File: config.mk
export PLATFORM = sky130hd
export DESIGN_NAME = control_sequencer
export DESIGN_NICKNAME = d
export VERILOG_FILES = /design/src/rtl/control_sequencer_pkg.sv /design/src/rtl/control_sequencer_rom.sv /design/src/rtl/control_sequencer.sv
export SDC_FILE = /design/constraint.sdc
export NUM_CORES = 1
export LEC_CHECK = 0
export ABC_AREA = 1
export CAP_MARGIN = 25
export CORE_UTILIZATION = 37
export CTS_CLUSTER_DIAMETER = 50
export DETAILED_ROUTE_END_ITERATION = 10
export PLACE_DENSITY = 0.75
export SETUP_SLACK_MARGIN = 0.1
export SYNTH_ARGS = -nofsm -noshare
export SYNTH_HDL_FRONTEND = slang
export SYNTH_SLANG_ARGS = --single-unit
export TNS_END_PERCENT = 5
File: constraint.sdc
create_clock -name clk -period 1.6 [get_ports clk]
set_input_delay 0.32 -clock clk [delete_from_list [all_inputs] [get_ports clk]]
set_output_delay 0.32 -clock clk [all_outputs]
set_load 0.02 [all_outputs]
File: src/rtl/control_sequencer_pkg.sv
// Shared types for the 8-bit CPU control sequencer: opcodes, micro-step
// constants and the packed control word driven to every bus agent.
package cpu_ctrl_pkg;

  // Step counter width, $clog2(5) for the five micro-steps T0..T4.
  localparam int STEP_W = 3;

  typedef enum logic [3:0] {
    OP_NOP = 4'b0000,
    OP_LDA = 4'b0001,
    OP_ADD = 4'b0010,
    OP_SUB = 4'b0011,
    OP_STA = 4'b0100,
    OP_LDI = 4'b0101,
    OP_JMP = 4'b0110,
    OP_JC  = 4'b0111,
    OP_JZ  = 4'b1000,
    OP_OUT = 4'b1110,
    OP_HLT = 4'b1111
  } opcode_e;

  localparam logic [STEP_W-1:0] T0 = 3'd0;
  localparam logic [STEP_W-1:0] T1 = 3'd1;
  localparam logic [STEP_W-1:0] T2 = 3'd2;
  localparam logic [STEP_W-1:0] T3 = 3'd3;
  localparam logic [STEP_W-1:0] T4 = 3'd4;

  // Bit order (MSB first) is also the order the bench packs the ports in.
  typedef struct packed {
    logic hlt;
    logic mar_in;
    logic ram_in;
    logic ram_out;
    logic ir_in;
    logic ir_out;
    logic a_in;
    logic a_out;
    logic b_in;
    logic alu_out;
    logic alu_sub;
    logic flags_in;
    logic out_in;
    logic pc_inc;
    logic pc_out;
    logic pc_jump;
  } ctrl_word_t;

  localparam ctrl_word_t CTRL_NONE = 16'h0000;

endpackage

File: src/rtl/control_sequencer_rom.sv
// Microcode decode: (opcode, step, flags) -> control word, plus a flag that
// marks the last step doing useful work for the current instruction.
module control_rom
  import cpu_ctrl_pkg::*;
(
  input  logic [3:0]        opcode,
  input  logic [STEP_W-1:0] step,
  input  logic              carry_flag,
  input  logic              zero_flag,
  output ctrl_word_t        ctrl,
  output logic              last_step
);

  // Purely combinational microcode table; flags only matter for JC/JZ.
  always_comb begin
    ctrl      = CTRL_NONE;
    last_step = 1'b0;
    case (step)
      T0: begin
        ctrl.pc_out = 1'b1;
        ctrl.mar_in = 1'b1;
      end
      T1: begin
        ctrl.ram_out = 1'b1;
        ctrl.ir_in   = 1'b1;
        ctrl.pc_inc  = 1'b1;
        case (opcode)
          OP_LDA, OP_ADD, OP_SUB, OP_STA,
          OP_LDI, OP_JMP, OP_OUT, OP_HLT: last_step = 1'b0;
          OP_JC:   last_step = ~carry_flag;
          OP_JZ:   last_step = ~zero_flag;
          default: last_step = 1'b1;  // NOP and undefined opcodes
        endcase
      end
      T2: begin
        last_step = 1'b1;
        case (opcode)
          OP_LDA, OP_ADD, OP_SUB, OP_STA: begin
            ctrl.ir_out = 1'b1;
            ctrl.mar_in = 1'b1;
            last_step   = 1'b0;
          end
          OP_LDI: begin
            ctrl.ir_out = 1'b1;
            ctrl.a_in   = 1'b1;
          end
          OP_JMP: begin
            ctrl.ir_out  = 1'b1;
            ctrl.pc_jump = 1'b1;
          end
          OP_JC: begin
            ctrl.ir_out  = carry_flag;
            ctrl.pc_jump = carry_flag;
          end
          OP_JZ: begin
            ctrl.ir_out  = zero_flag;
            ctrl.pc_jump = zero_flag;
          end
          OP_OUT: begin
            ctrl.a_out  = 1'b1;
            ctrl.out_in = 1'b1;
          end
          OP_HLT: ctrl.hlt = 1'b1;
          default: ctrl = CTRL_NONE;
        endcase
      end
      T3: begin
        last_step = 1'b1;
        case (opcode)
          OP_LDA: begin
            ctrl.ram_out = 1'b1;
            ctrl.a_in    = 1'b1;
          end
          OP_ADD, OP_SUB: begin
            ctrl.ram_out = 1'b1;
            ctrl.b_in    = 1'b1;
            last_step    = 1'b0;
          end
          OP_STA: begin
            ctrl.a_out  = 1'b1;
            ctrl.ram_in = 1'b1;
          end
          default: ctrl = CTRL_NONE;
        endcase
      end
      T4: begin
        last_step = 1'b1;
        case (opcode)
          OP_ADD, OP_SUB: begin
            ctrl.alu_out  = 1'b1;
            ctrl.a_in     = 1'b1;
            ctrl.flags_in = 1'b1;
            ctrl.alu_sub  = (opcode == OP_SUB);
          end
          default: ctrl = CTRL_NONE;
        endcase
      end
      default: last_step = 1'b1;  // unreachable steps recover to T0
    endcase
  end

endmodule

File: src/rtl/control_sequencer.sv
// Control sequencer top: micro-step counter, halt latch, reset forcing of the
// control lines and unpacking of the microcode word onto individual ports.
module control_sequencer
  import cpu_ctrl_pkg::*;
#(
  parameter int NUM_STEPS = 5,
  parameter bit EARLY_END = 1'b1
) (
  input  logic              clk,
  input  logic              rst,
  input  logic [3:0]        opcode,
  input  logic              carry_flag,
  input  logic              zero_flag,
  output logic [STEP_W-1:0] step,
  output logic              hlt,
  output logic              mar_in,
  output logic              ram_in,
  output logic              ram_out,
  output logic              ir_in,
  output logic              ir_out,
  output logic              a_in,
  output logic              a_out,
  output logic              b_in,
  output logic              alu_out,
  output logic              alu_sub,
  output logic              flags_in,
  output logic              out_in,
  output logic              pc_inc,
  output logic              pc_out,
  output logic              pc_jump
);

  localparam logic [STEP_W-1:0] LAST_STEP = 3'(NUM_STEPS - 1);

  logic [STEP_W-1:0] step_q;
  logic              halted;
  logic              last_step;
  ctrl_word_t        rom_ctrl;
  ctrl_word_t        ctrl;

  control_rom u_rom (
    .opcode     (opcode),
    .step       (step_q),
    .carry_flag (carry_flag),
    .zero_flag  (zero_flag),
    .ctrl       (rom_ctrl),
    .last_step  (last_step)
  );

  // Advance the micro-step; HLT freezes the counter at T2 until reset.
  always_ff @(posedge clk) begin
    if (rst) begin
      step_q <= T0;
      halted <= 1'b0;
    end else if (halted) begin
      step_q <= step_q;
      halted <= 1'b1;
    end else if (rom_ctrl.hlt) begin
      step_q <= step_q;
      halted <= 1'b1;
    end else if ((EARLY_END && last_step) || (step_q == LAST_STEP)) begin
      step_q <= T0;
    end else begin
      step_q <= step_q + 3'd1;
    end
  end

  // Reset silences every line; once halted only hlt stays asserted.
  always_comb begin
    ctrl = CTRL_NONE;
    if (rst) begin
      ctrl = CTRL_NONE;
    end else if (halted) begin
      ctrl.hlt = 1'b1;
    end else begin
      ctrl = rom_ctrl;
    end
  end

  assign step     = step_q;
  assign hlt      = ctrl.hlt;
  assign mar_in   = ctrl.mar_in;
  assign ram_in   = ctrl.ram_in;
  assign ram_out  = ctrl.ram_out;
  assign ir_in    = ctrl.ir_in;
  assign ir_out   = ctrl.ir_out;
  assign a_in     = ctrl.a_in;
  assign a_out    = ctrl.a_out;
  assign b_in     = ctrl.b_in;
  assign alu_out  = ctrl.alu_out;
  assign alu_sub  = ctrl.alu_sub;
  assign flags_in = ctrl.flags_in;
  assign out_in   = ctrl.out_in;
  assign pc_inc   = ctrl.pc_inc;
  assign pc_out   = ctrl.pc_out;
  assign pc_jump  = ctrl.pc_jump;

endmodule

==> metrics.txt, run 1 <==
DR DRC count 0; worst r2r src step[1]$_SDFFE_PP0P_; commonest cells after routing, fill and taps aside buf_4 (45), nand2_1 (25), inv_1 (17); Cells after DPL 187; clock skew 6.55 ps; FILL cells 99; DR pass1 iterations 4; YS warnings 0; crit path launch type input pin; Hold Buf Count CTS 0; IO Pins 27; Psw 0.677 mW; status finished, violations left; Clock Power Share 0.106; Int Power 0.721 mW; global-route wire length before repair 3660 µm; Syn Nets 127; Die Y 42.8 µm; FF-to-FF setup slack -70 ps; Worst path max stage delay 340 ps; CP Class input pin to primary output; Cell Pwr Density 1070 nW/µm²; Synth Flop Type dfxtp_1; Post-synth EDFFs 0; CP Cell Sequence dlygate4sd2_1 > inv_1 > nand2_1 > nor2_1 > nand2_1 > a211oi_1 > buf_2; combinational group share of total power 0.776; Worst Hold Class input pin to flip-flop; hold endpoint step[2]$_SDFFE_PP0P_; routed wire length 2960 µm; Worst-Skew Late Latency 250 ps; worst slew pin tran 336 ps; R2R depth 12; VDD IR max 1150 µV; Layout Nets 193; RD Place Congestion 0.799; HPWL Detailed 1750 µm; most common cell after layout, fill and taps aside buf_4; initial antenna violation count 0; number of library cell types mapped by synthesis 22; Root Driver clkbuf_4; # rows 14; crit end category primary output; gr usage total 0.255; worst-path fanout max 6; Min-Delay Path Depth 3; diodes inserted 0; Sw Ratio 0.484; starting density of the core 0.404; max_slew headroom 0.776; WL per Instance 15.2 µm; min-delay src rst; # setup viols final 19; period utilisation layout 1.26; Tmin final 2020 ps; endpoints failing hold 0; Post-DP Area 1200 µm²; DP Worst Slack -917 ps; RSZ-0062 raised after global routing true; initial detailed-routing violation count 30; layout cells sized above 1 0.520; final cell count without fillers 195; Max Freq 496 MHz; H-tree levels 1; final worst slack -418 ps; vias in the first global route 901; Sink Count 4; Critical Path RT 1280 ps; die area 1830 µm²; final slew viol count 0; vias per inst 5.29; Finished Cell Area 1310 µm²; max_cap viols 0; Detail Route Antenna Nets 0; sequential element share of the synthesized area 0.130; cell mode on critical path nand2_1; Mapped Cells 114; clock edge transition at the registers on the reported setup and hold paths 40 ps; CP Data Arrival Time 1700 ps; CP max stage cell dlygate4sd2_1; Layout area overhead 113%; failing checks setup timing; largest net degree at the start of global routing 7; Port Buffers 26; maximum clock path buffer count 2; Seq cells post-synth 4; P_leak 0.697 nW; Avg Cell Area, Syn 5.40 µm²; ys async rst share 0; area taken by flip-flops and latches 87.6 µm²; Reg power frac 0.119; core area 1520 µm²; die width 42.8 µm; CTS tree done; GRT Residual Overflow 0; vias 1032; TritonCTS Buffers 3; end of the worst register-to-register path step[1]$_SDFFE_PP0P_; area of the multi-input gates 571 µm²; Syn Std Cell Area 616 µm²
-- synth_stat cells, types with 2 or more instances --
library cell  instances  area (µm²)
o22ai_1               2        12.5
inv_2                 2        7.51
ha_1                  5        62.6
nor3_1                3        15.0
o21ai_0               2        10.0
nor4_1                2        12.5
a21oi_1               4        20.0
inv_1                22        82.6
nand2_1              30         113
nor2_1               21        78.8
dfxtp_1               4        80.1
nor2_2                2        12.5
nand3_1               6        30.0
-- layer usage --
layer	routed length [µm]	global-route usage	part of all wire	vias to the layer above
li1	-	-	-	488
met1	1100	0.295	0.37	479
met2	1600	0.491	0.54	55
met3	162	0.0213	0.055	10
met4	101	0.0625	0.034	0
met5	0	0	0	-
-- kinds of logic (layout without fill, tap and decap cells) --
family / Yosys count / count (layout) / synth area share
simple gates: 69 / 69 / 0.504
buf+inv: 25 / 90 / 0.159
compound gates: 11 / 11 / 0.106
fa+ha+maj: 5 / 5 / 0.102
flops: 4 / 4 / 0.130
-- sequential cells by signal, summed over array words and instances, names as in the netlist --
signal and cells:
halted 1, step 3
-- layout make-up --
cell class	instances	area share
flip-flops and latches	4	0.0669
multi-input cells	85	0.436
clock buffers	4	0.0201
well taps	16	0.0153
inverters	24	0.0726
repair buffers	62	0.390
-- power groups by stage --
stage	clock, mW	sequential, mW	combinational [mW]
6_report	0.148	0.166	1.08
5_1_grt	0.155	0.170	1.13
4_1_cts	0.150	0.152	0.895
3_5_place_dp	0	0.151	0.853
3_3_place_gp	0	0.150	0.829
2_1_floorplan	0	0.184	0.390
-- through the flow --
| stage | TNS (ps) | total power, mW | hold WS, ps | util |
|---|---|---|---|---|
| 6_report | -3800 | 1.40 | 517 | 0.860 |
| 2_1_floorplan | -790 | 0.574 | 389 | - |
| 5_1_grt | -5010 | 1.46 | 536 | 0.860 |
| 4_1_cts | -3060 | 1.20 | 509 | 0.805 |
| 3_5_place_dp | -13350 | 1.00 | 587 | 0.790 |
| 3_3_place_gp | -12830 | 0.978 | 587 | 0.790 |
-- critical path: cells and delay by family --
| kind | cells | cell delay (ps) |
|---|---|---|
| AND/OR/NAND/NOR | 3 | 440 |
| buffers and inverters | 3 | 680 |
| AO/OA/AOI/OAI | 1 | 260 |
-- repair_timing --
item	in CTS	in global routing
buffers inserted	1	3
endpoints found under the setup margin	22	20
pin swaps	4	1
gates resized for setup	105	17
-- worst max path at each step --
stage                               startpoint  slack, ps      end  depth (start not counted)
after floorplan           step[0]$_SDFFE_PP0P_       -170    a_out                          8
after global placement               opcode[3]       -890     a_in                          6
after detailed placement             opcode[3]       -920     b_in                          5
after CTS                 step[0]$_SDFFE_PP0P_       -330     a_in                          9
after global routing                 opcode[3]       -440  ram_out                          7
final                                opcode[3]       -420  ram_out                          7
Note: power is estimated with default switching activity, not from simulation.
==> run 2, diff against run 1 <==
--- a/config.mk
+++ b/config.mk
@@ -7,10 +7,10 @@
 export LEC_CHECK = 0
 export ABC_AREA = 1
 export CAP_MARGIN = 25
-export CORE_UTILIZATION = 37
+export CORE_UTILIZATION = 41
 export CTS_CLUSTER_DIAMETER = 50
 export DETAILED_ROUTE_END_ITERATION = 10
-export PLACE_DENSITY = 0.75
+export PLACE_DENSITY = 0.78
 export SETUP_SLACK_MARGIN = 0.1
 export SYNTH_ARGS = -nofsm -noshare
 export SYNTH_HDL_FRONTEND = slang
==> constraint.sdc (replaced) <==
create_clock -name clk -period 2.2 [get_ports clk]
set_input_delay 0.44 -clock clk [delete_from_list [all_inputs] [get_ports clk]]
set_output_delay 0.44 -clock clk [all_outputs]
set_load 0.02 [all_outputs]
==> run 2 against run 1 <==
Against the previous run:
- the run now ends clean
- critical path type is now flip-flop to primary output
- highest routed layer unchanged
- flip-flop and latch count stayed put
- critical path depth increased by 3
- final cell count fell by 1.5%
- wire length shrank 3.3%
- clock power shrank 40%
- clock skew barely moved
- non-clock buffer count fell by 1
- first-iteration DRC count is 17% higher
- global-route usage up 9.4 points
- sequential power down 37%
- combinational power is 42% lower
==> metrics.txt, run 2 (synthesized netlist as in run 1, its figures left out) <==
Root Driver clkbuf_4; vias 1032 (unchanged); H-tree levels 1 (unchanged); DP Worst Slack -599 ps (+318 ps); CP Data Arrival Time 1740 ps (+40 ps); largest net degree at the start of global routing 7 (unchanged); combinational group share of total power 0.763 (-0.013); Total Power 0.819 mW (-41%); # setup viols final 0 (-19); maximum clock path buffer count 2 (unchanged); max_cap viols 0 (unchanged); period utilisation layout 0.990; initial antenna violation count 0 (unchanged); final worst slack 22.7 ps (+440 ps); Worst Hold Class flip-flop to flip-flop; die width 40.8 µm (-4.8%); commonest cells after routing, fill and taps aside buf_4 (38), nand2_1 (29), inv_1 (19); Psw 0.407 mW (-40%); crit path launch type flip-flop; clock edge transition at the registers on the reported setup and hold paths 40 ps (about the same); global-route wire length before repair 3820 µm (+4.3%); clock skew 6.41 ps (-0.139 ps); DR DRC count 0 (unchanged); IO Pins 27 (unchanged); CP Class flip-flop to primary output; max_slew headroom 0.776 (about the same); diodes inserted 0 (unchanged); Die Y 40.8 µm (-4.8%); TritonCTS Buffers 3 (unchanged); HPWL Detailed 1820 µm (+4.1%); gr usage total 0.349 (+0.0944); Detail Route Antenna Nets 0 (unchanged); status completed; core area 1350 µm² (-11%); worst slew pin tran 336 ps (+0.150 ps); worst-path fanout max 6 (unchanged); Worst-Skew Late Latency 230 ps (-20 ps); # rows 13 (-1); WL per Instance 14.9 µm (-1.8%); most common cell after layout, fill and taps aside buf_4; Port Buffers 26 (unchanged); Reg power frac 0.128 (+0.009); layout cells sized above 1 0.475 (-0.0450); final slew viol count 0 (unchanged); Cell Pwr Density 693 nW/µm² (-35%); Clock Power Share 0.109 (+0.003); vias in the first global route 894 (-0.78%); die area 1660 µm² (-9.3%); GRT Residual Overflow 0 (unchanged); Max Freq 459 MHz; RSZ-0062 raised after global routing true; CTS tree done; starting density of the core 0.456 (+0.0520); P_leak 0.669 nW (-4.1%); flip-flop count of the largest register after layout 3 (unchanged); VDD IR max 585 µV (-49%); Hold Buf Count CTS 0 (unchanged); Int Power 0.412 mW (-43%); Sink Count 4 (unchanged); routed wire length 2870 µm (-3.3%); vias per inst 5.38 (+1.6%); RD Place Congestion 0.816 (+2.1%); crit end category primary output; DR pass1 iterations 4 (unchanged); Layout area overhead 91.9%; Layout Nets 192 (-0.52%); FILL cells 77 (-22%); endpoints failing hold 0 (unchanged); Critical Path RT 1760 ps (+480 ps); Sw Ratio 0.497 (+0.0128); Tmin final 2180 ps; initial detailed-routing violation count 35 (+17%)
## run 2: layout make-up
type / count / area, µm² / area share
clock buffer: 3 / 22.5 / 0.0191
tap: 15 / 18.8 / 0.0159
multi-input combinational: 85 / 520 / 0.441
timing repair buffer: 61 / 445 / 0.377
inverter: 24 / 92.6 / 0.0784
sequential: 4 / 81.3 / 0.0689
## run 2: repair_timing
item | in CTS | in global routing
pin swaps | 4 | 5
cloned | 0 | 0
resized for setup | 63 | 40
buffers inserted | 3 | 0
setup endpoints to repair | 16 | 15
## run 2: worst max-delay path, cell delays in order (launching register included)
cell	delay, ps
dfxtp_1	360
ha_2	190
inv_2	40
nor2_1	130
buf_4	170
inv_1	50
nand2_1	80
a21oi_2	50
buf_4	140
nor4_4	120
buf_4	180
## run 2: layer usage
layer  share of wire  GRT usage
met2            0.54      0.603
met4           0.036      0.175
met3           0.068     0.0707
met1            0.36      0.403
met5               0          0
## run 2: path summary, 6_finish.rpt
| check | start | endpoint | slack [ps] | cells after the start |
|---|---|---|---|---|
| max | step[1]$_SDFFE_PP0P_ | b_in | 20 | 10 |
| min reg2reg | halted$_SDFF_PP0_ | step[2]$_SDFFE_PP0P_ | 530 | 2 |
| min | halted$_SDFF_PP0_ | step[2]$_SDFFE_PP0P_ | 530 | 2 |
| max reg2reg | step[1]$_SDFFE_PP0P_ | step[1]$_SDFFE_PP0P_ | 570 | 11 |
## run 2: power groups by stage
| stage | Combinational, mW | Sequential (mW) | Clock [mW] |
|---|---|---|---|
| 3_5_place_dp | 0.561 | 0.102 | 0 |
| 6_report | 0.625 | 0.105 | 0.0893 |
| 2_1_floorplan | 0.265 | 0.126 | 0 |
| 4_1_cts | 0.561 | 0.101 | 0.0924 |
| 5_1_grt | 0.677 | 0.106 | 0.0968 |
| 3_3_place_gp | 0.543 | 0.101 | 0 |
## run 2: stage by stage
stage	setup TNS (ps)	hold slack (ps)	std cells	util	instance area, µm²
after floorplan	0	464	114	-	627
after global placement	-6450	483	186	0.843	1140
after detailed placement	-7240	493	186	0.843	1140
after CTS	0	514	192	0.866	1170
after global routing	-47.9	576	192	0.875	1180
final	0	527	192	0.875	1180
